===== src/rtl/uart_tx_pkg.sv =====
// Shared UART definitions: FSM state encodings common to the transmitter and receiver,
// and the bit-period / counter-width derivations used by both.
package uart_tx_pkg;

    typedef enum logic [1:0] {
        ST_IDLE  = 2'b00,
        ST_START = 2'b01,
        ST_DATA  = 2'b11,
        ST_STOP  = 2'b10
    } uart_state_e;

    localparam int DEFAULT_CLK_FREQ     = 1000000;
    localparam int DEFAULT_BAUD_RATE    = 9600;
    localparam int DEFAULT_PAYLOAD_BITS = 8;

    function automatic int bit_period(input int clk_freq, input int baud_rate);
        return clk_freq / baud_rate;
    endfunction

    function automatic int clk_cnt_width(input int period);
        return $clog2(period) + 1;
    endfunction

    function automatic int bit_cnt_width(input int payload_bits);
        return $clog2(payload_bits) + 1;
    endfunction

endpackage


===== src/rtl/uart_tx_fifo.sv =====
// Synchronous byte FIFO for the UART transmitter; pointers carry an extra wrap bit so
// full and empty are distinguished without a separate occupancy counter.
module uart_tx_fifo #(
    parameter int DEPTH = 4,
    parameter int WIDTH = 8
) (
    input  logic             clk_i,
    input  logic             rst_i,
    input  logic             push_i,
    input  logic [WIDTH-1:0] data_i,
    input  logic             pop_i,
    output logic [WIDTH-1:0] data_o,
    output logic             empty_o,
    output logic             full_o
);

    localparam int AW = $clog2(DEPTH);

    logic [AW:0]      wr_ptr_q, wr_ptr_d;
    logic [AW:0]      rd_ptr_q, rd_ptr_d;
    logic [WIDTH-1:0] mem_q [DEPTH];
    logic             do_push;
    logic             do_pop;

    assign empty_o = (wr_ptr_q == rd_ptr_q);
    assign full_o  = (wr_ptr_q[AW] != rd_ptr_q[AW]) && (wr_ptr_q[AW-1:0] == rd_ptr_q[AW-1:0]);
    assign do_push = push_i && !full_o;
    assign do_pop  = pop_i && !empty_o;
    assign data_o  = mem_q[rd_ptr_q[AW-1:0]];

    assign wr_ptr_d = do_push ? wr_ptr_q + (AW+1)'(1) : wr_ptr_q;
    assign rd_ptr_d = do_pop  ? rd_ptr_q + (AW+1)'(1) : rd_ptr_q;

    always_ff @(posedge clk_i or posedge rst_i) begin
        if (rst_i) begin
            wr_ptr_q <= '0;
            rd_ptr_q <= '0;
        end else begin
            // NOTE: sequential state uses non-blocking assignment so every register
            // samples its inputs from before the edge, independent of statement order.
            wr_ptr_q <= wr_ptr_d;
            rd_ptr_q <= rd_ptr_d;
        end
    end

    // NOTE: storage is deliberately not reset; the pointers alone define which entries
    // are valid, and leaving the array out of reset lets it map onto plain RAM cells.
    always_ff @(posedge clk_i) begin
        if (do_push) begin
            mem_q[wr_ptr_q[AW-1:0]] <= data_i;
        end
    end

endmodule


===== src/rtl/uart_tx.sv =====
// UART transmitter: buffers bytes from a valid/ready port in a small FIFO and serialises
// each one as start bit, LSB-first payload and one or two stop bits on a registered line.
module uart_tx
    import uart_tx_pkg::*;
#(
    parameter int Param_BaurdRate   = DEFAULT_BAUD_RATE,
    parameter int Param_ClkFreq     = DEFAULT_CLK_FREQ,
    parameter int Param_PayloadBits = DEFAULT_PAYLOAD_BITS,
    parameter int Param_StopBits    = 1,
    parameter int Param_FifoDepth   = 4
) (
    input  logic                         IO_Clk_I,
    input  logic                         IO_Rst_I,
    input  logic                         IO_TxValid_I,
    input  logic [Param_PayloadBits-1:0] IO_TxData_I,
    output logic                         IO_TxReady_O,
    output logic                         IO_Tx_O,
    output logic                         IO_TxBusy_O,
    output logic                         IO_TxDone_O
);

    localparam int P     = bit_period(Param_ClkFreq, Param_BaurdRate);
    localparam int CNT_W = clk_cnt_width(P);
    localparam int BIT_W = bit_cnt_width(Param_PayloadBits);

    localparam logic [CNT_W-1:0] CNT_LAST  = CNT_W'(P - 1);
    localparam logic [BIT_W-1:0] DATA_LAST = BIT_W'(Param_PayloadBits - 1);
    localparam logic [BIT_W-1:0] STOP_LAST = BIT_W'(Param_StopBits - 1);

    uart_state_e                  state_q, state_d;
    logic [CNT_W-1:0]             clk_cnt_q, clk_cnt_d;
    logic [BIT_W-1:0]             bit_cnt_q, bit_cnt_d;
    logic [Param_PayloadBits-1:0] shift_q, shift_d;
    logic                         tx_q, tx_d;
    logic                         done_q, done_d;

    logic                         fifo_pop;
    logic                         fifo_empty;
    logic                         fifo_full;
    logic [Param_PayloadBits-1:0] fifo_head;
    logic                         bit_end;

    uart_tx_fifo #(
        .DEPTH (Param_FifoDepth),
        .WIDTH (Param_PayloadBits)
    ) u_fifo (
        .clk_i   (IO_Clk_I),
        .rst_i   (IO_Rst_I),
        .push_i  (IO_TxValid_I),
        .data_i  (IO_TxData_I),
        .pop_i   (fifo_pop),
        .data_o  (fifo_head),
        .empty_o (fifo_empty),
        .full_o  (fifo_full)
    );

    assign bit_end = (clk_cnt_q == CNT_LAST);

    always_comb begin
        // NOTE: every combinational output gets a default before the case statement so
        // no path leaves a signal unassigned, which would otherwise infer a latch.
        state_d   = state_q;
        clk_cnt_d = clk_cnt_q;
        bit_cnt_d = bit_cnt_q;
        shift_d   = shift_q;
        done_d    = 1'b0;
        fifo_pop  = 1'b0;

        case (state_q)
            ST_IDLE: begin
                if (!fifo_empty) begin
                    fifo_pop  = 1'b1;
                    shift_d   = fifo_head;
                    clk_cnt_d = '0;
                    state_d   = ST_START;
                end
            end
            ST_START: begin
                if (bit_end) begin
                    clk_cnt_d = '0;
                    bit_cnt_d = '0;
                    state_d   = ST_DATA;
                end else begin
                    clk_cnt_d = clk_cnt_q + CNT_W'(1);
                end
            end
            ST_DATA: begin
                if (bit_end) begin
                    clk_cnt_d = '0;
                    shift_d   = shift_q >> 1;
                    if (bit_cnt_q == DATA_LAST) begin
                        bit_cnt_d = '0;
                        state_d   = ST_STOP;
                    end else begin
                        bit_cnt_d = bit_cnt_q + BIT_W'(1);
                    end
                end else begin
                    clk_cnt_d = clk_cnt_q + CNT_W'(1);
                end
            end
            ST_STOP: begin
                if (bit_end) begin
                    clk_cnt_d = '0;
                    if (bit_cnt_q == STOP_LAST) begin
                        done_d    = 1'b1;
                        bit_cnt_d = '0;
                        // Chain straight into the next start bit so queued frames abut.
                        if (!fifo_empty) begin
                            fifo_pop = 1'b1;
                            shift_d  = fifo_head;
                            state_d  = ST_START;
                        end else begin
                            state_d  = ST_IDLE;
                        end
                    end else begin
                        bit_cnt_d = bit_cnt_q + BIT_W'(1);
                    end
                end else begin
                    clk_cnt_d = clk_cnt_q + CNT_W'(1);
                end
            end
            default: state_d = ST_IDLE;
        endcase

        // The line register is loaded with the level the next state drives.
        case (state_d)
            ST_START: tx_d = 1'b0;
            ST_DATA:  tx_d = shift_d[0];
            default:  tx_d = 1'b1;
        endcase
    end

    always_ff @(posedge IO_Clk_I or posedge IO_Rst_I) begin
        if (IO_Rst_I) begin
            state_q   <= ST_IDLE;
            clk_cnt_q <= '0;
            bit_cnt_q <= '0;
            shift_q   <= '0;
            tx_q      <= 1'b1;
            done_q    <= 1'b0;
        end else begin
            state_q   <= state_d;
            clk_cnt_q <= clk_cnt_d;
            bit_cnt_q <= bit_cnt_d;
            shift_q   <= shift_d;
            tx_q      <= tx_d;
            done_q    <= done_d;
        end
    end

    assign IO_Tx_O      = tx_q;
    assign IO_TxDone_O  = done_q;
    assign IO_TxReady_O = !fifo_full;
    assign IO_TxBusy_O  = (state_q != ST_IDLE) || !fifo_empty;

endmodule

===== config.mk =====
export PLATFORM = sky130hd
export DESIGN_NAME = uart_tx
export DESIGN_NICKNAME = d
export VERILOG_FILES = /design/src/rtl/uart_tx_pkg.sv /design/src/rtl/uart_tx_fifo.sv /design/src/rtl/uart_tx.sv
export SDC_FILE = /design/constraint.sdc
export NUM_CORES = 1
export LEC_CHECK = 0
export CORE_AREA = 2 2 86 88
export CTS_BUF_LIST = sky130_fd_sc_hd__clkbuf_8
export DETAILED_ROUTE_END_ITERATION = 6
export DIE_AREA = 0 0 88 90
export PLACE_DENSITY = 0.58
export SYNTH_ARGS = -nofsm -noshare
export SYNTH_HDL_FRONTEND = slang
export SYNTH_SLANG_ARGS = --single-unit

===== constraint.sdc =====
create_clock -name IO_Clk_I -period 1.85 [get_ports IO_Clk_I]
set_input_delay 0.37 -clock IO_Clk_I [delete_from_list [all_inputs] [get_ports IO_Clk_I]]
set_output_delay 0.37 -clock IO_Clk_I [all_outputs]
set_load 0.1 [all_outputs]

# --- Yosys cells after proc, flatten, opt, wreduce, memory -nomap -nowiden ---
# Memories as Yosys holds them, arrays and structs flattened.
# Index checks and enable logic that the tools add are counted.
word_totals:
  regBits: 30
  latch_bits: 0
  mem_bits_rw: 32
  mem_bits_ro: 0
  inputBits: 11
  output_inout_bits: 4
  word_cells: 75
  memories: 1
op_classes:
  n_addsub: 4
  multipliers: 0
  n_div: 0
  order_cmp: 0
  n_eq_ne: 15
  shifts: 0
  mux: 32
  n_bitwise: 0
  n_reduce_logical: 14
mem_list:
  columns: ["memory", "depth", "width", "read_ports", "rd_ports_with_merged_regs", "write_ports", "line_no", "source"]
  rows:
  - ["u_fifo.mem_q", 4, 8, 1, 0, 1, "uart_tx_fifo.sv:21", "logic [WIDTH-1:0] mem_q [DEPTH];"]
ops:
  columns: ["operator", "n"]
  rows:
  - ["$mux W8", 6]
  - ["$pmux W8 S3", 1]
  - ["$mux W4", 5]
  - ["$pmux W8 S2", 1]
  - ["$mux W2", 6]
  - ["$pmux W4 S3", 1]
  - ["$ne A2 B2 Y1 const B", 5]
  - ["$mux W1", 9]
  - ["$add A8 B1 Y8 const B", 1]
  - ["$eq A8 B7 Y1 const B", 1]
  - ["$pmux W2 S4", 1]
  - ["$reduce_and A4 Y1", 2]
  - ["$add A3 B1 Y3 const B", 2]
  - ["$eq A2 B2 Y1 const B", 3]
  - ["$reduce_bool A3 Y1", 2]
  - ["$add A4 B1 Y4 const B", 1]
  - ["$eq A2 B1 Y1 const B", 2]
  - ["$eq A4 B3 Y1 const B", 1]
  - ["$logic_not A4 Y1", 1]
  - ["$pmux W1 S2", 2]
  - ["$eq A3 B3 Y1", 1]
  - ["$logic_and A1 B1 Y1", 3]
  - ["$reduce_or A3 Y1", 1]
  - ["$eq A2 B2 Y1", 1]
  - ["5 further kinds", 6]

# --- Depth between registers and ports, before layout ---
# Gate-level depths: netlist of run 1.
logic_depth:
  ltp_word: 7
  ltp_mapped: 7

# --- Hierarchy ---
# A second synthesis of run 1 with hierarchy kept.
unflattened:
  cells_unflattened: 224
  hier_area_um2: 2996.6
by_module_without_submodules:
  columns: ["module", "n_inst", "cells_each", "area_each_um2", "seq_area_each_um2"]
  rows:
  - ["uart_tx_fifo", 1, 91, 1657.8, 1111.1]
  - ["uart_tx", 1, 133, 1338.8, 601.8]

# --- Worst setup path after synthesis of run 1 ---
# OpenSTA, ideal clock, no wires.
synth_timing:
  path_type: "flip-flop to output port"
  from: "reg u_fifo.rd_ptr_q[1]"
  to: "out IO_TxBusy_O"
  t_arrival_ns: 1.848
  t_required_ns: 1.480
  slack_ns: -0.368
  path_stages_with_launch: 6
  path_cell_list: "dfrtp_1 > buf_2 > xor2_1 > or3_1 > nor2_1 > inv_1"
synth_between:
  elab_chain_len: 3
synth_lines:
  columns: ["element", "line_no", "source"]
  rows:
  - ["from (decl)", "uart_tx_fifo.sv:20", "logic [AW:0] rd_ptr_q, rd_ptr_d;"]
  - ["from (signal assigned)", "uart_tx_fifo.sv:42", "rd_ptr_q <= rd_ptr_d;"]
  - ["$eq A3 B3 Y1", "uart_tx_fifo.sv:25", "assign empty_o = (wr_ptr_q == rd_ptr_q);"]
  - ["$logic_not A1 Y1", "uart_tx.sv:154", "assign IO_TxBusy_O = (state_q != ST_IDLE) || !fifo_empty;"]
  - ["$logic_or A1 B1 Y1", "uart_tx.sv:154", null]
  - ["to (decl)", "uart_tx.sv:18", "output logic IO_TxBusy_O,"]
# Every way passes these cells.

# --- Worst setup path in the final report of run 1 ---
layout_timing:
  from: "reg u_fifo.wr_ptr_q[1]"
  to: "out IO_TxBusy_O"
layout_between:
  elab_chain_len: 3
layout_lines:
  columns: ["element", "line_no", "source"]
  rows:
  - ["from (decl)", "uart_tx_fifo.sv:19", "logic [AW:0] wr_ptr_q, wr_ptr_d;"]
  - ["from (signal assigned)", "uart_tx_fifo.sv:41", "wr_ptr_q <= wr_ptr_d;"]
  - ["$eq A3 B3 Y1", "uart_tx_fifo.sv:25", null]
  - ["$logic_not A1 Y1", "uart_tx.sv:154", null]
  - ["$logic_or A1 B1 Y1", "uart_tx.sv:154", null]
# Every way passes these cells.

==> impl_results.md, run 1 <==
* Violated checks: negative setup slack
* DP Area at around 3400 µm²
* Ranking of synthesized cells by area: edfxtp_1, dfrtp_1, mux4_2
* Crit-path cells: xor2_1 > or3_4 > nor2_4 > clkinvlp_4 > buf_12
* Post-route cell area at 3720 µm²
* Die height at 90 µm
* Synthesized flop and latch total at between 60 and 70
* VDD IR max at 0.858 mV
* Final Cycle Share at 1.15
* CTS buffer count at 9
* # nets final at 287
* IO Count at 15
* Outcome: finished with violations
* N_diodes at 0
* PwrDens at 1190 nW/µm²
* Max Cap Viol at 0
* Synth Area per Inst at between 10 and 15 µm²
* Tot GR Track Use at 0.153
* WP depth at 5
* Fillers at 605
* Vias in the first global route at 1972
* Final WS setup at -278 ps
* # setup viols final at 12
* Dpl cells at 348
* Worst slew margin at 0.704
* Switching share of power at 0.304
* Syn Inst Count at 204
* CTS Hold Buffers Added at 0
* Core Footprint at 7020 µm²
* Worst skew pair latency at roughly 340 ps
* Drt drc at 0
* Htree depth at 3
* GP Congestion at 0.778
* Sequential power share at 0.440
* HPWL after DPL at 3630 µm
* Sequential share of the synthesized area at 0.623
* Synth warn at 0
* 1st-iter DRT viols at 81
* Lkg Pwr at 1.47 nW
* Critical setup path kind: flop to primary output
* Total congestion overflow at 0
* Synth area leader: edfxtp_1
* WP buf/inv at 2
* Reg2reg path depth at 6
* Die ar. at 7920 µm²
* Crit path max fanout at 3
* RSZ-0062 raised after global routing: true
* Root buf cell: clkbuf_8
* Hold Violations, Final at 0
* Rows at 31
* WP data required at approximately 1500 ps
* Netlist Area Pre-Place at ~2800 µm²
* Layout cells sized above 1 at 0.377
* Delay-heaviest family, CP: simple AND/OR/NAND/NOR gates
* Register area at 1710 µm²
* Most frequent cell after synthesis: edfxtp_1
* Total number of vias at 1835
* Routed WL at 5340 µm
* Crit path time final at 2130 ps
* Pin count of the biggest net entering global routing at 31
* TritonCTS clock tree: yes
* Synth top cells by count: edfxtp_1, dfrtp_1, nand2_1
* Initial Utilization at 0.392
* Setup WS pre-CTS at -156 ps
* Worst-margin pin slew at 439 ps
* Worst hold margin at 412 ps
* Post-synthesis net count at 223
* Port Buf Inserts at 14
* Reg clk slew, reported paths at 70 ps
* Routed len/inst at 14.4 µm
* DRT Pass-1 Iters at 4
* Arr. time, crit path at about 1800 ps
* Die width at about 90 µm
* Sw power at ~1.3 mW
* Slowest cell on crit path: or3_4
* Clk sinks at a little over 60
* Number of synthesized flops with an enable pin at 32
* Main flop type after synthesis: edfxtp_1
* Final ANT Viol Nets at 0
* Post-synth top area share at 0.349
* Synthesis-to-layout area growth at 35.2%
* Hold/Removal Path Class: input pin to asynchronous set/reset pin
* Final Non-Filler Cells at between 300 and 400
* Setup crit end kind: primary output
* Pint at 3.08 mW
* Clock Skew at about 6.3 ps
* Clock power frac at 0.266
* Comb pwr share at 0.294
* Crit path largest cell delay at a little over 400 ps
* Element type at the critical path start: flop
* Deepest clock path buffer count at 2
* Achievable Freq at around 470 MHz
* Final core occ at 0.529
* Fraction of registers with async set/reset at 0.484
* Final Max Tran Viols at 0
* Number of library cell types mapped by synthesis at 47
* First-pass GRT wire length at slightly above 9000 µm
* Initial antenna violation count at 0
* Area of the multi-input gates at 1100 µm²
* Vias/cell at 4.93
==> metrics by stage <==
step                      total power, mW  TNS (ps)
final                                4.43     -1050
after floorplan                      2.67      -436
after detailed placement             3.22      -611
after global placement               3.20      -287
after CTS                            4.46     -1500
after global routing                 4.69     -2110
==> what timing repair did <==
item | CTS | global route
setup buffers | 6 | 2
pin swaps | 11 | 8
gates resized for setup | 14 | 13
endpoints found under the setup margin | 12 | 26
==> metal layers <==
| metal | vias to the layer above | track usage | part of all wire |
|---|---|---|---|
| met2 | 34 | 0.253 | 0.53 |
| met4 | 0 | 0.0987 | 0.032 |
| met5 | - | 0 | 0 |
| met3 | 15 | 0.0367 | 0.032 |
| li1 | 889 | - | - |
| met1 | 897 | 0.174 | 0.41 |
==> layout make-up <==
type / count / area share
tap: 99 / 0.0333
multi-input combinational: 129 / 0.296
clock buffer: 9 / 0.0333
clock inverter: 7 / 0.0195
sequential: 62 / 0.461
inverter: 10 / 0.0111
timing repair buffer: 56 / 0.146
==> logic make-up (layout without fill, tap and decap cells) <==
logic type               Yosys count  count (layout)  share of synthesized area
buffers and inverters             13              82                     0.0196
AND/OR/NAND/NOR                   61              61                      0.117
XOR/XNOR                           8               8                     0.0255
adder cells (fa/ha/maj)            8               8                     0.0364
multiplexers                      11              11                     0.0773
flip-flops                        62              62                      0.623
AO/OA/AOI/OAI                     41              41                      0.101
==> cells in the final DEF (no fill, tap or decap), drive strengths merged, types with 2 or more instances in the layout <==
cell type      instances
buf                   46
edfxtp                32
dfrtp                 29
nand2                 23
o21ai                 15
nor2                  13
inv                   11
clkdlybuf4s50         10
clkbuf                 9
mux4                   8
ha                     8
a22oi                  7
xor2                   6
a21oi                  5
nand3                  4
and2                   4
or3                    3
clkinvlp               3
nor3                   3
nand2b                 2
o31ai                  2
a22o                   2
xnor2                  2
a31oi                  2
clkinv                 2
or2                    2
mux2                   2
==> power by group through the flow <==
stage               Sequential (mW)  Combinational, mW  Clock [mW]
detailed placement             1.97               1.26           0
global placement               1.95               1.25           0
CTS                            1.95               1.29        1.22
floorplan                      1.96              0.706           0
finish                         1.95               1.30        1.18
global route                   1.98               1.45        1.26
==> path summary, 6_finish.rpt <==
path / start / to / slack, ps
worst max-delay path: u_fifo.wr_ptr_q[1]$_DFFE_PP0P_ / IO_TxBusy_O / -280
worst min-delay path: IO_Rst_I / clk_cnt_q[4]$_DFFE_PP0P_ / 410
worst max register to register: bit_cnt_q[1]$_DFFE_PP0P_ / u_fifo.rd_ptr_q[1]$_DFFE_PP0P_ / -150
worst min register to register: u_fifo.wr_ptr_q[2]$_DFFE_PP0P_ / u_fifo.wr_ptr_q[2]$_DFFE_PP0P_ / 480
max in group asynchronous: IO_Rst_I / IO_Tx_O$_DFF_PP1_ / 1110
min in group IO_Clk_I: u_fifo.wr_ptr_q[2]$_DFFE_PP0P_ / u_fifo.wr_ptr_q[2]$_DFFE_PP0P_ / 480
==> worst reg2reg max path, stage by stage (launching register included) <==
cell and delay [ps]:
dfrtp_1 390, inv_2 80, ha_4 130, or3b_4 380, or3_4 360, a21oi_4 230, mux2_4 320
==> registers in the layout (all words and copies together), names as in the netlist <==
signal and cells:
shift_q 8, bit_cnt_q 4, state_q 2, u_fifo.rd_ptr_q 3
u_fifo.wr_ptr_q 3, IO_Tx_O 1, clk_cnt_q 8, u_fifo.mem_q 32
IO_TxDone_O 1
(Power assumes the default switching activity.)
==> inputs of run 2 (changes only) <==
Settings changed: PLACE_DENSITY 0.58 to 0.55.
Clock period 1.85 ns to 2.2 ns, I/O delays scaled along.
==> run 2 against run 1 <==
Compared with the run above: the run still ends with negative setup slack left; sequential share of layout area increased by 5.3 points; critical path depth unchanged; core utilization decreased by 5.5 points; flip-flop and latch count unchanged; final area decreased by 10%; worst setup slack improved by 270 ps; final cell count decreased by 6.7%; sequential power decreased by 15%; global-route usage decreased by 1.3 points; clock power decreased by 29%; clock-buffer cell count unchanged.
==> impl_results.md, run 2 (synthesis results as in run 1) <==
* Reg-to-reg slack, setup at 100 ps
* DP Area at approximately 3200 µm²
* HPWL after DPL at 3480 µm
* Worst-margin pin slew at 516 ps
* Achievable Freq at 453 MHz
* RSZ-0062 raised after global routing: true
* Violated checks: negative setup slack
* Final Max Tran Viols at 0
* Vias in the first global route at 1702
* Worst slew margin at 0.654
* Die ar. at 7920 µm²
* Final Cycle Share at 1.00
* TritonCTS clock tree: yes
* Setup crit end kind: primary output
* Hold Violations, Final at 0
* Deepest clock path buffer count at 2
* Layout cells sized above 1 at 0.234
* Die height at about 90 µm
* Tot GR Track Use at 0.141
* IO Count at 15
* Total number of vias at 1684
* Max FFs per register at 32
* Origin of the critical flop-to-flop path: bit_cnt_q[0]$_DFFE_PP0P_
* Most frequent cells in the layout: edfxtp_1, dfrtp_1, nand2_1, buf_4, o21ai_0
* PwrDens at 1010 nW/µm²
* Total congestion overflow at 0
* Final ANT Viol Nets at 0
* Crit path max fanout at 2
* Drt drc at 0
* Crit path capture: IO_TxBusy_O
* Outcome: finished with violations
* Lkg Pwr at 1.30 nW
* Rows at 31
* Commonest non-fill, non-tap cell in the layout: edfxtp_1
* Setup TNS at -5.84 ps
* Htree depth at 3
* Root buf cell: clkbuf_8
* Crit path time final at 2210 ps
* First-pass GRT wire length at 8170 µm
* Worst hold margin at 465 ps
* # nets final at 263
* VDD IR max at 0.478 mV
* Worst Setup SP: u_fifo.rd_ptr_q[2]$_DFFE_PP0P_
* Initial Utilization at 0.392
* Clk sinks at 62
* Worst skew pair latency at approximately 340 ps
* Vias/cell at 4.85
* GP Congestion at between 0.7 and 0.8
* 1st-iter DRT viols at 55
* Die width at 88 µm
* Synthesis-to-layout area growth at 21.2%
* Reg clk slew, reported paths at 70 ps
* DRT Pass-1 Iters at 4
* RR Endpoint: u_fifo.rd_ptr_q[1]$_DFFE_PP0P_
* # setup viols final at 1
* Fillers at about 650
* Port Buf Inserts at 14
* Critical setup path kind: flop to primary output
* Arr. time, crit path at 1770 ps
* Max Cap Viol at 0
* Reg2reg path depth at 6
* Final WS setup at -5.84 ps
* Routed len/inst at between 10 and 15 µm
* Pin count of the biggest net entering global routing at 31
* CTS buffer count at 9
* Post-route cell area at 3330 µm²
* Element type at the critical path start: flop
* Core Footprint at 7020 µm²
* N_diodes at 0
* Initial antenna violation count at 0
* Clock Skew at 4.98 ps
* Routed WL at between 5000 and 6000 µm
* Hold/Removal Path Class: input pin to asynchronous set/reset pin
* WP data required at 1760 ps
-- run 2: changes by cell type in the layout (fill, tap and decap cells not counted), sizes merged --
cell,before,now
clkinv,2,3
inv,11,10
buf,46,22
bufinv,1,0
-- run 2: how the worst min path moves through the flow --
stage,from,endpoint,depth (start not counted)
3_5_place_dp,shift_q[7]$_DFFE_PP0P_,shift_q[6]$_DFFE_PP0P_,2
5_1_grt,shift_q[3]$_DFFE_PP0P_,shift_q[2]$_DFFE_PP0P_,2
2_1_floorplan,shift_q[7]$_DFFE_PP0P_,shift_q[6]$_DFFE_PP0P_,2
6_report,IO_Rst_I,clk_cnt_q[6]$_DFFE_PP0P_,3
4_1_cts,shift_q[7]$_DFFE_PP0P_,shift_q[6]$_DFFE_PP0P_,2
3_3_place_gp,shift_q[3]$_DFFE_PP0P_,shift_q[2]$_DFFE_PP0P_,2
-- run 2: final cells by class --
cell class	instances	area, µm²	area share
Sequential cell	62	1710	0.514
Inverter	10	41.3	0.0124
Multi-Input combinational cell	129	1000	0.300
Timing Repair Buffer	32	290	0.0871
Tap cell	99	124	0.0372
Clock buffer	9	124	0.0372
Clock inverter	6	41.3	0.0124
-- run 2: critical path, stage by stage (launching register included) --
cell and delay (ps):
dfrtp_1 400, xor2_1 180, or3_4 430, nor2_4 130, clkinvlp_4 110, buf_12 170
-- run 2: repair_timing --
| action | in CTS | in global routing |
|---|---|---|
| pin swaps | 0 | 2 |
| buffers inserted | 1 | 0 |
| endpoints found under the setup margin | 1 | 3 |
| gates resized for setup | 1 | 2 |
| hold buffers | 0 | 0 |
-- run 2: layer usage --
layer,vias up,wire (µm),GRT usage
li1,836,-,-
met1,806,2200,0.166
met2,32,2440,0.221
met3,10,252,0.0569
met4,0,108,0.0679
met5,-,0,0
-- run 2: through the flow --
| stage | std cells | util | setup WS (ps) | power (mW) |
|---|---|---|---|---|
| after floorplan | 204 | - | 15.7 | 2.22 |
| after global placement | 331 | 0.449 | 148 | 2.54 |
| after detailed placement | 331 | 0.449 | 114 | 2.55 |
| after CTS | 347 | 0.474 | -29.4 | 3.43 |
| after global routing | 347 | 0.475 | -62.6 | 3.59 |
| final | 347 | 0.475 | -5.84 | 3.38 |
-- run 2: power breakdown --
| group | total [mW] | internal (mW) | switching, mW | leakage, nW |
|---|---|---|---|---|
| Sequential | 1.66 | 1.50 | 0.157 | 0.671 |
| Combinational | 0.878 | 0.420 | 0.458 | 0.552 |
| Clock | 0.841 | 0.398 | 0.442 | 0.0825 |
